`config.mk`:
```
export PLATFORM = sky130hd
export DESIGN_NAME = inst_loader
export DESIGN_NICKNAME = d
export VERILOG_FILES = /design/src/rtl/inst_loader_pkg.sv /design/src/rtl/inst_loader_encode.sv /design/src/rtl/inst_loader.sv
export SDC_FILE = /design/constraint.sdc
export NUM_CORES = 1
export LEC_CHECK = 0
export CAP_MARGIN = 20
export CORE_MARGIN = 3
export CORE_UTILIZATION = 60
export CTS_BUF_LIST = sky130_fd_sc_hd__clkbuf_4 sky130_fd_sc_hd__clkbuf_8
export DETAILED_ROUTE_END_ITERATION = 10
export DONT_BUFFER_PORTS = 1
export GPL_TIMING_DRIVEN = 0
export PLACE_DENSITY = 0.86
export SKIP_CTS_REPAIR_TIMING = 1
export SLEW_MARGIN = 20
export SYNTH_ARGS = -nofsm -noshare
export SYNTH_HDL_FRONTEND = slang
export SYNTH_SLANG_ARGS = --single-unit
```
`constraint.sdc`:
```
create_clock -name clk -period 1.7 [get_ports clk]
set_input_delay 0.17 -clock clk [delete_from_list [all_inputs] [get_ports clk]]
set_output_delay 0.17 -clock clk [all_outputs]
set_load 0.01 [all_outputs]
```
`src/rtl/inst_loader_pkg.sv`:
```
// Shared types and constants for the instruction loader: command codes,
// RV32I opcode/funct fields, the command payload and the loader FSM states.
package inst_loader_pkg;

    localparam int unsigned INST_WIDTH      = 32;
    localparam int unsigned LOADER_OP_WIDTH = 4;
    localparam int unsigned REG_WIDTH       = 5;

    localparam logic [LOADER_OP_WIDTH-1:0] LOADER_OP_ADD  = 4'd0;
    localparam logic [LOADER_OP_WIDTH-1:0] LOADER_OP_SUB  = 4'd1;
    localparam logic [LOADER_OP_WIDTH-1:0] LOADER_OP_XOR  = 4'd2;
    localparam logic [LOADER_OP_WIDTH-1:0] LOADER_OP_OR   = 4'd3;
    localparam logic [LOADER_OP_WIDTH-1:0] LOADER_OP_AND  = 4'd4;
    localparam logic [LOADER_OP_WIDTH-1:0] LOADER_OP_SLL  = 4'd5;
    localparam logic [LOADER_OP_WIDTH-1:0] LOADER_OP_ADDI = 4'd6;
    localparam logic [LOADER_OP_WIDTH-1:0] LOADER_OP_BNE  = 4'd7;
    localparam logic [LOADER_OP_WIDTH-1:0] LOADER_OP_JAL  = 4'd8;
    localparam logic [LOADER_OP_WIDTH-1:0] LOADER_OP_LUI  = 4'd9;

    localparam logic [6:0] INST_TYPE_R = 7'b0110011;
    localparam logic [6:0] INST_TYPE_I = 7'b0010011;
    localparam logic [6:0] INST_TYPE_B = 7'b1100011;
    localparam logic [6:0] INST_JAL    = 7'b1101111;
    localparam logic [6:0] INST_LUI    = 7'b0110111;

    localparam logic [2:0] F3_ADD_SUB = 3'b000;
    localparam logic [2:0] F3_SLL     = 3'b001;
    localparam logic [2:0] F3_XOR     = 3'b100;
    localparam logic [2:0] F3_OR      = 3'b110;
    localparam logic [2:0] F3_AND     = 3'b111;
    localparam logic [2:0] F3_BNE     = 3'b001;

    localparam logic [6:0] F7_BASE = 7'b0000000;
    localparam logic [6:0] F7_SUB  = 7'b0100000;

    localparam logic [INST_WIDTH-1:0] INST_NOP = 32'h0000_0013;

    typedef struct packed {
        logic [LOADER_OP_WIDTH-1:0] op;
        logic [REG_WIDTH-1:0]       rd;
        logic [REG_WIDTH-1:0]       rs1;
        logic [REG_WIDTH-1:0]       rs2;
        logic [INST_WIDTH-1:0]      imm;
    } loader_cmd_t;

    typedef enum logic [1:0] {
        ST_IDLE = 2'd0,
        ST_LOAD = 2'd1,
        ST_DONE = 2'd2,
        ST_FULL = 2'd3
    } loader_state_e;

endpackage

```
`src/rtl/inst_loader_encode.sv`:
```
// Combinational RV32I encoder for one loader command; flags unknown ops
// and misaligned branch/jump offsets.
module inst_loader_encode
    import inst_loader_pkg::*;
(
    input  loader_cmd_t           cmd,
    output logic [INST_WIDTH-1:0] word_c,
    output logic                  illegal_c,
    output logic                  misaligned_c
);

    always_comb begin
        word_c       = INST_NOP;
        illegal_c    = 1'b0;
        misaligned_c = 1'b0;
        case (cmd.op)
            LOADER_OP_ADD: word_c = {F7_BASE, cmd.rs2, cmd.rs1, F3_ADD_SUB, cmd.rd, INST_TYPE_R};
            LOADER_OP_SUB: word_c = {F7_SUB,  cmd.rs2, cmd.rs1, F3_ADD_SUB, cmd.rd, INST_TYPE_R};
            LOADER_OP_XOR: word_c = {F7_BASE, cmd.rs2, cmd.rs1, F3_XOR,     cmd.rd, INST_TYPE_R};
            LOADER_OP_OR:  word_c = {F7_BASE, cmd.rs2, cmd.rs1, F3_OR,      cmd.rd, INST_TYPE_R};
            LOADER_OP_AND: word_c = {F7_BASE, cmd.rs2, cmd.rs1, F3_AND,     cmd.rd, INST_TYPE_R};
            LOADER_OP_SLL: word_c = {F7_BASE, cmd.rs2, cmd.rs1, F3_SLL,     cmd.rd, INST_TYPE_R};
            LOADER_OP_ADDI: word_c = {cmd.imm[11:0], cmd.rs1, F3_ADD_SUB, cmd.rd, INST_TYPE_I};
            LOADER_OP_BNE: begin
                word_c = {cmd.imm[12], cmd.imm[10:5], cmd.rs2, cmd.rs1, F3_BNE,
                          cmd.imm[4:1], cmd.imm[11], INST_TYPE_B};
                misaligned_c = cmd.imm[0];
            end
            LOADER_OP_JAL: begin
                word_c = {cmd.imm[20], cmd.imm[10:1], cmd.imm[11], cmd.imm[19:12],
                          cmd.rd, INST_JAL};
                misaligned_c = cmd.imm[0];
            end
            LOADER_OP_LUI: word_c = {cmd.imm[31:12], cmd.rd, INST_LUI};
            default:       illegal_c = 1'b1;
        endcase
    end

endmodule

```
`src/rtl/inst_loader.sv`:
```
// Streams symbolic commands into instruction memory from word 0 upward,
// one encoded RV32I word per accepted command, without wrapping.
module inst_loader
    import inst_loader_pkg::*;
#(
    parameter int unsigned ADDR_WIDTH = 10,
    parameter int unsigned CPU_WIDTH  = 32
) (
    input  logic                  clk,
    input  logic                  rst_n,
    input  logic                  start,
    input  logic                  cmd_valid,
    output logic                  cmd_ready,
    input  logic [3:0]            cmd_op,
    input  logic [4:0]            cmd_rd,
    input  logic [4:0]            cmd_rs1,
    input  logic [4:0]            cmd_rs2,
    input  logic [31:0]           cmd_imm,
    input  logic                  cmd_last,
    output logic                  mem_wen,
    output logic [ADDR_WIDTH-1:0] mem_waddr,
    output logic [CPU_WIDTH-1:0]  mem_wdata,
    output logic                  busy,
    output logic                  done,
    output logic                  err,
    output logic [ADDR_WIDTH:0]   inst_cnt
);

    localparam int unsigned CNT_WIDTH = ADDR_WIDTH + 1;

    loader_state_e         state_q;
    loader_state_e         state_d;
    loader_cmd_t           cmd_c;
    logic [INST_WIDTH-1:0] enc_word_c;
    logic                  illegal_c;
    logic                  misaligned_c;
    logic                  accept_c;
    logic                  at_top_c;
    logic [ADDR_WIDTH-1:0] ptr_c;

    assign cmd_c = '{op: cmd_op, rd: cmd_rd, rs1: cmd_rs1, rs2: cmd_rs2, imm: cmd_imm};

    inst_loader_encode u_encode (
        .cmd          (cmd_c),
        .word_c       (enc_word_c),
        .illegal_c    (illegal_c),
        .misaligned_c (misaligned_c)
    );

    // The count never exceeds capacity, so its low bits double as the write pointer.
    assign ptr_c     = inst_cnt[ADDR_WIDTH-1:0];
    assign at_top_c  = (ptr_c == {ADDR_WIDTH{1'b1}});
    assign cmd_ready = (state_q == ST_LOAD) && !start;
    assign accept_c  = cmd_valid && cmd_ready;
    assign busy      = (state_q == ST_LOAD);
    assign done      = (state_q == ST_DONE);

    always_ff @(posedge clk or negedge rst_n) begin
        if (!rst_n) begin
            state_q <= ST_IDLE;
        end else begin
            state_q <= state_d;
        end
    end

    always_comb begin
        state_d = state_q;
        case (state_q)
            ST_IDLE: if (start) state_d = ST_LOAD;
            ST_LOAD: begin
                if (start) begin
                    state_d = ST_LOAD;
                end else if (accept_c) begin
                    if (cmd_last) begin
                        state_d = ST_DONE;
                    end else if (at_top_c) begin
                        state_d = ST_FULL;
                    end
                end
            end
            ST_DONE: if (start) state_d = ST_LOAD;
            ST_FULL: if (start) state_d = ST_LOAD;
            default: state_d = ST_IDLE;
        endcase
    end

    // Write port, counter and sticky error; a start never coincides with an accept.
    always_ff @(posedge clk or negedge rst_n) begin
        if (!rst_n) begin
            mem_wen   <= 1'b0;
            mem_waddr <= '0;
            mem_wdata <= '0;
            inst_cnt  <= '0;
            err       <= 1'b0;
        end else begin
            mem_wen <= accept_c;
            if (accept_c) begin
                mem_waddr <= ptr_c;
                mem_wdata <= CPU_WIDTH'(enc_word_c);
            end
            if (start) begin
                inst_cnt <= '0;
                err      <= 1'b0;
            end else if (accept_c) begin
                inst_cnt <= inst_cnt + CNT_WIDTH'(1);
                if (illegal_c || misaligned_c || (at_top_c && !cmd_last)) begin
                    err <= 1'b1;
                end
            end
        end
    end

endmodule

```
==> impl_metrics.yaml <==
sta:
  hold_slack_ns: 0.0162
  maxSlewViolCount: 0
  rsz0062_at_grt: "no"
  timing.final.crit_share_pct: 96.2
  hold_viol: 0
  fin_worst_skew_ns: 0.00849
  finalSetupTns_ns: 0
  worst_pin_slew_ns: 0.466
  fin_crit_ns: 1.64
  slew_headroom_pct: 69.0
  setup_violations: 0
  fmax_mhz: 611
critical_path:
  rr_startpoint: "inst_cnt[5]"
  endpoint: "err"
  start_kind: "flop"
  required_ns: 1.92
  rrSetupSlack_ns: 0.06
  worst-path-max-fanout: 6
  cp-startpoint: "inst_cnt[5]"
  crit_type: "reg -> reg"
  r2r_cells: 3
  cp-end-kind: "flop"
  rr_endpoint: "err"
  critPathArrivalTime_ns: 1.85
pwr:
  power.total_mw: 2.89
  power.density_mw_per_mm2: 960
  p_int_mw: 2.06
  comb_power_share_pct: 12.7
  clkPwrFrac_pct: 30.4
  power.leakage_nw: 1.35
  power_frac_seq_pct: 56.9
  switching_power_mw: 0.829
  ir_worst_vdd_uv: 606
  swShare_pct: 28.7
clock_network:
  numClockSinks: 56
  root_buffer: "clkbuf_8"
  clk_pin_slew_ns: 0.10
  clock_latency_ns: 0.30
  cts_buffer_depth: 2
  numCtsBuffers: 5
  cts_htree_levels: 2
  tritoncts: "built"
synthesis:
  ys_top_cells_by_count: "nand2_1, dfrtp_1, nor2_1"
  async_flop_share_pct: 100
  synth_top_area_share_pct: 50.5
  ys_warn_count: 0
  ys_seq_area_share_pct: 50.5
  synthFlopType: "dfrtp_1"
  avgSynthCellArea_um2: 9.11
  synth_edf_count: 0
  synth_most_common_cell: "nand2_1"
  syn_nets: 362
  synth.cell_area_mm2: 0.00278
  synth_cell_type_count: 49
  yosys.area.top_type: "dfrtp_1"
  synth_seq_cells: 56
  ys_top_cells_by_area: "dfrtp_1, nand2_1, nor2_1, a21oi_1, a221oi_1"
  synth_cells: 305
finish:
  areaGrowthSynthToFinish_pct: 8.33
  antenna_cells: 0
  layout.area.seq_mm2: 0.00140
  multiInputGateArea_mm2: 0.00126
  nFillCells: 366
  final_layout_size_suffix_gt1_share_pct: 8.86
  fin_nets: 372
global_route:
  grt_pass1_wl_um: 10200
  top_usage_layer: "met2"
  grt_pass1_vias: 2179
  grt_remaining_overflow: 0
  grt_max_degree: 57
  grtUsageTotal_pct: 24.1
  gr-usage-met3_pct: 6.89
  use_met1_pct: 28.9
  met2_usage_pct: 42.2
  antenna_found_initial: 0
detailed_routing:
  vias: 2262
  vias_per_cell: 6.15
  ant_nets: 0
  routed_wl_um: 6730
  route.detailed.drc: 0
  wl_per_cell_um: 18.3
  drt_first_pass_iters: 4
  first_iter_violations: 141
min_path:
  hold_class: "in -> reg"
run_status:
  outcome: "completed"
die:
  core_mm2: 0.00441
  ios: 114
  dieHeight_um: 74.0
  die_w_um: 74.0
  dieArea_mm2: 0.00548
  row_count: 24
  start_util_pct: 62.9
place:
  routabilityCongestion: 0.850
  post-dp-hpwl_um: 5010
  port_buffers: 0
run:
  cap_violations: 0
## per-stage QoR
| step | util [%] | instance area, µm² | std cells | setup WS (ns) |
|---|---|---|---|---|
| 3_3_place_gp | 64.4 | 2840 | 357 | 0.0501 |
| 6_report | 68.2 | 3010 | 368 | 0.0643 |
| 3_5_place_dp | 64.4 | 2840 | 357 | 0.0280 |
| 4_1_cts | 67.0 | 2960 | 365 | 0.00532 |
| 5_1_grt | 68.2 | 3010 | 368 | 0.0178 |
| 2_1_floorplan | - | 2780 | 305 | 0.194 |
## critical path, stage by stage, from the launching register on
cell	delay (ns)
dfrtp_1	0.54
nand4_2	0.20
or4_1	0.54
a311oi_1	0.27
## routing by layer
metal  routed length, µm  vias up
li1                    -     1068
met1                2730     1084
met2                3280      101
met3                 613        9
met4                 104        0
met5                   0        -
## final cells by class
class / instances / share of cell area (%)
timing repair buffer: 3 / 1.58
clock inverter: 3 / 1.58
buffer: 22 / 3.28
inverter: 5 / 0.624
sequential: 56 / 46.7
tap: 52 / 2.16
clock buffer: 5 / 2.29
multi-input combinational: 222 / 41.8
## worst min-delay path by stage
| stage | startpoint | end | slack [ns] | cells past startpoint |
|---|---|---|---|---|
| 2_1_floorplan | rst_n | err | -0.13 | 0 |
| 3_3_place_gp | rst_n | mem_wdata[19] | -0.12 | 0 |
| 3_5_place_dp | rst_n | mem_wdata[15] | -0.12 | 0 |
| 4_1_cts | rst_n | inst_cnt[8] | -0.47 | 0 |
| 5_1_grt | cmd_imm[10] | mem_wdata[30] | 0.006 | 2 |
| 6_report | cmd_imm[10] | mem_wdata[30] | 0.02 | 2 |
## power groups by stage
stage          combinational [mW]  clock [mW]  sequential (mW)
2_1_floorplan               0.266           0             1.64
3_3_place_gp                0.314           0             1.67
3_5_place_dp                0.330           0             1.67
4_1_cts                     0.332       0.902             1.65
5_1_grt                     0.416       0.957             1.67
6_report                    0.367       0.878             1.64
## state kept, by name, indices dropped and copies added (netlist names)
register and flops:
inst_cnt 11, mem_wen 1, mem_waddr 10, state_q 2, err 1, mem_wdata 31
## cell usage in the layout (no fill, tap or decap), types with 3 or more instances in the layout
cell and n:
nand2_1 61, dfrtp_1 54, nor2_1 29, a21oi_1 19, o21ai_0 17, clkbuf_1 11, o21ai_1 11, nor2b_1 10
a221oi_1 10, buf_2 7, and3_1 7, xnor2_1 6, mux2i_1 5, nor3_1 5, clkbuf_8 5, inv_1 4
xor2_1 3, a21o_1 3, a311oi_1 3
## cells by family (layout without fill, tap and decap cells)
| family | after synthesis | count (layout) | share of synthesized area, % |
|---|---|---|---|
| simple gates | 136 | 136 | 24.1 |
| xor+xnor | 9 | 9 | 2.84 |
| buf+inv | 27 | 38 | 4.23 |
| mux | 6 | 6 | 2.21 |
| flops | 56 | 56 | 50.5 |
| fa+ha+maj | 1 | 1 | 0.450 |
| compound gates | 70 | 70 | 15.7 |
(Power assumes the default switching activity.)
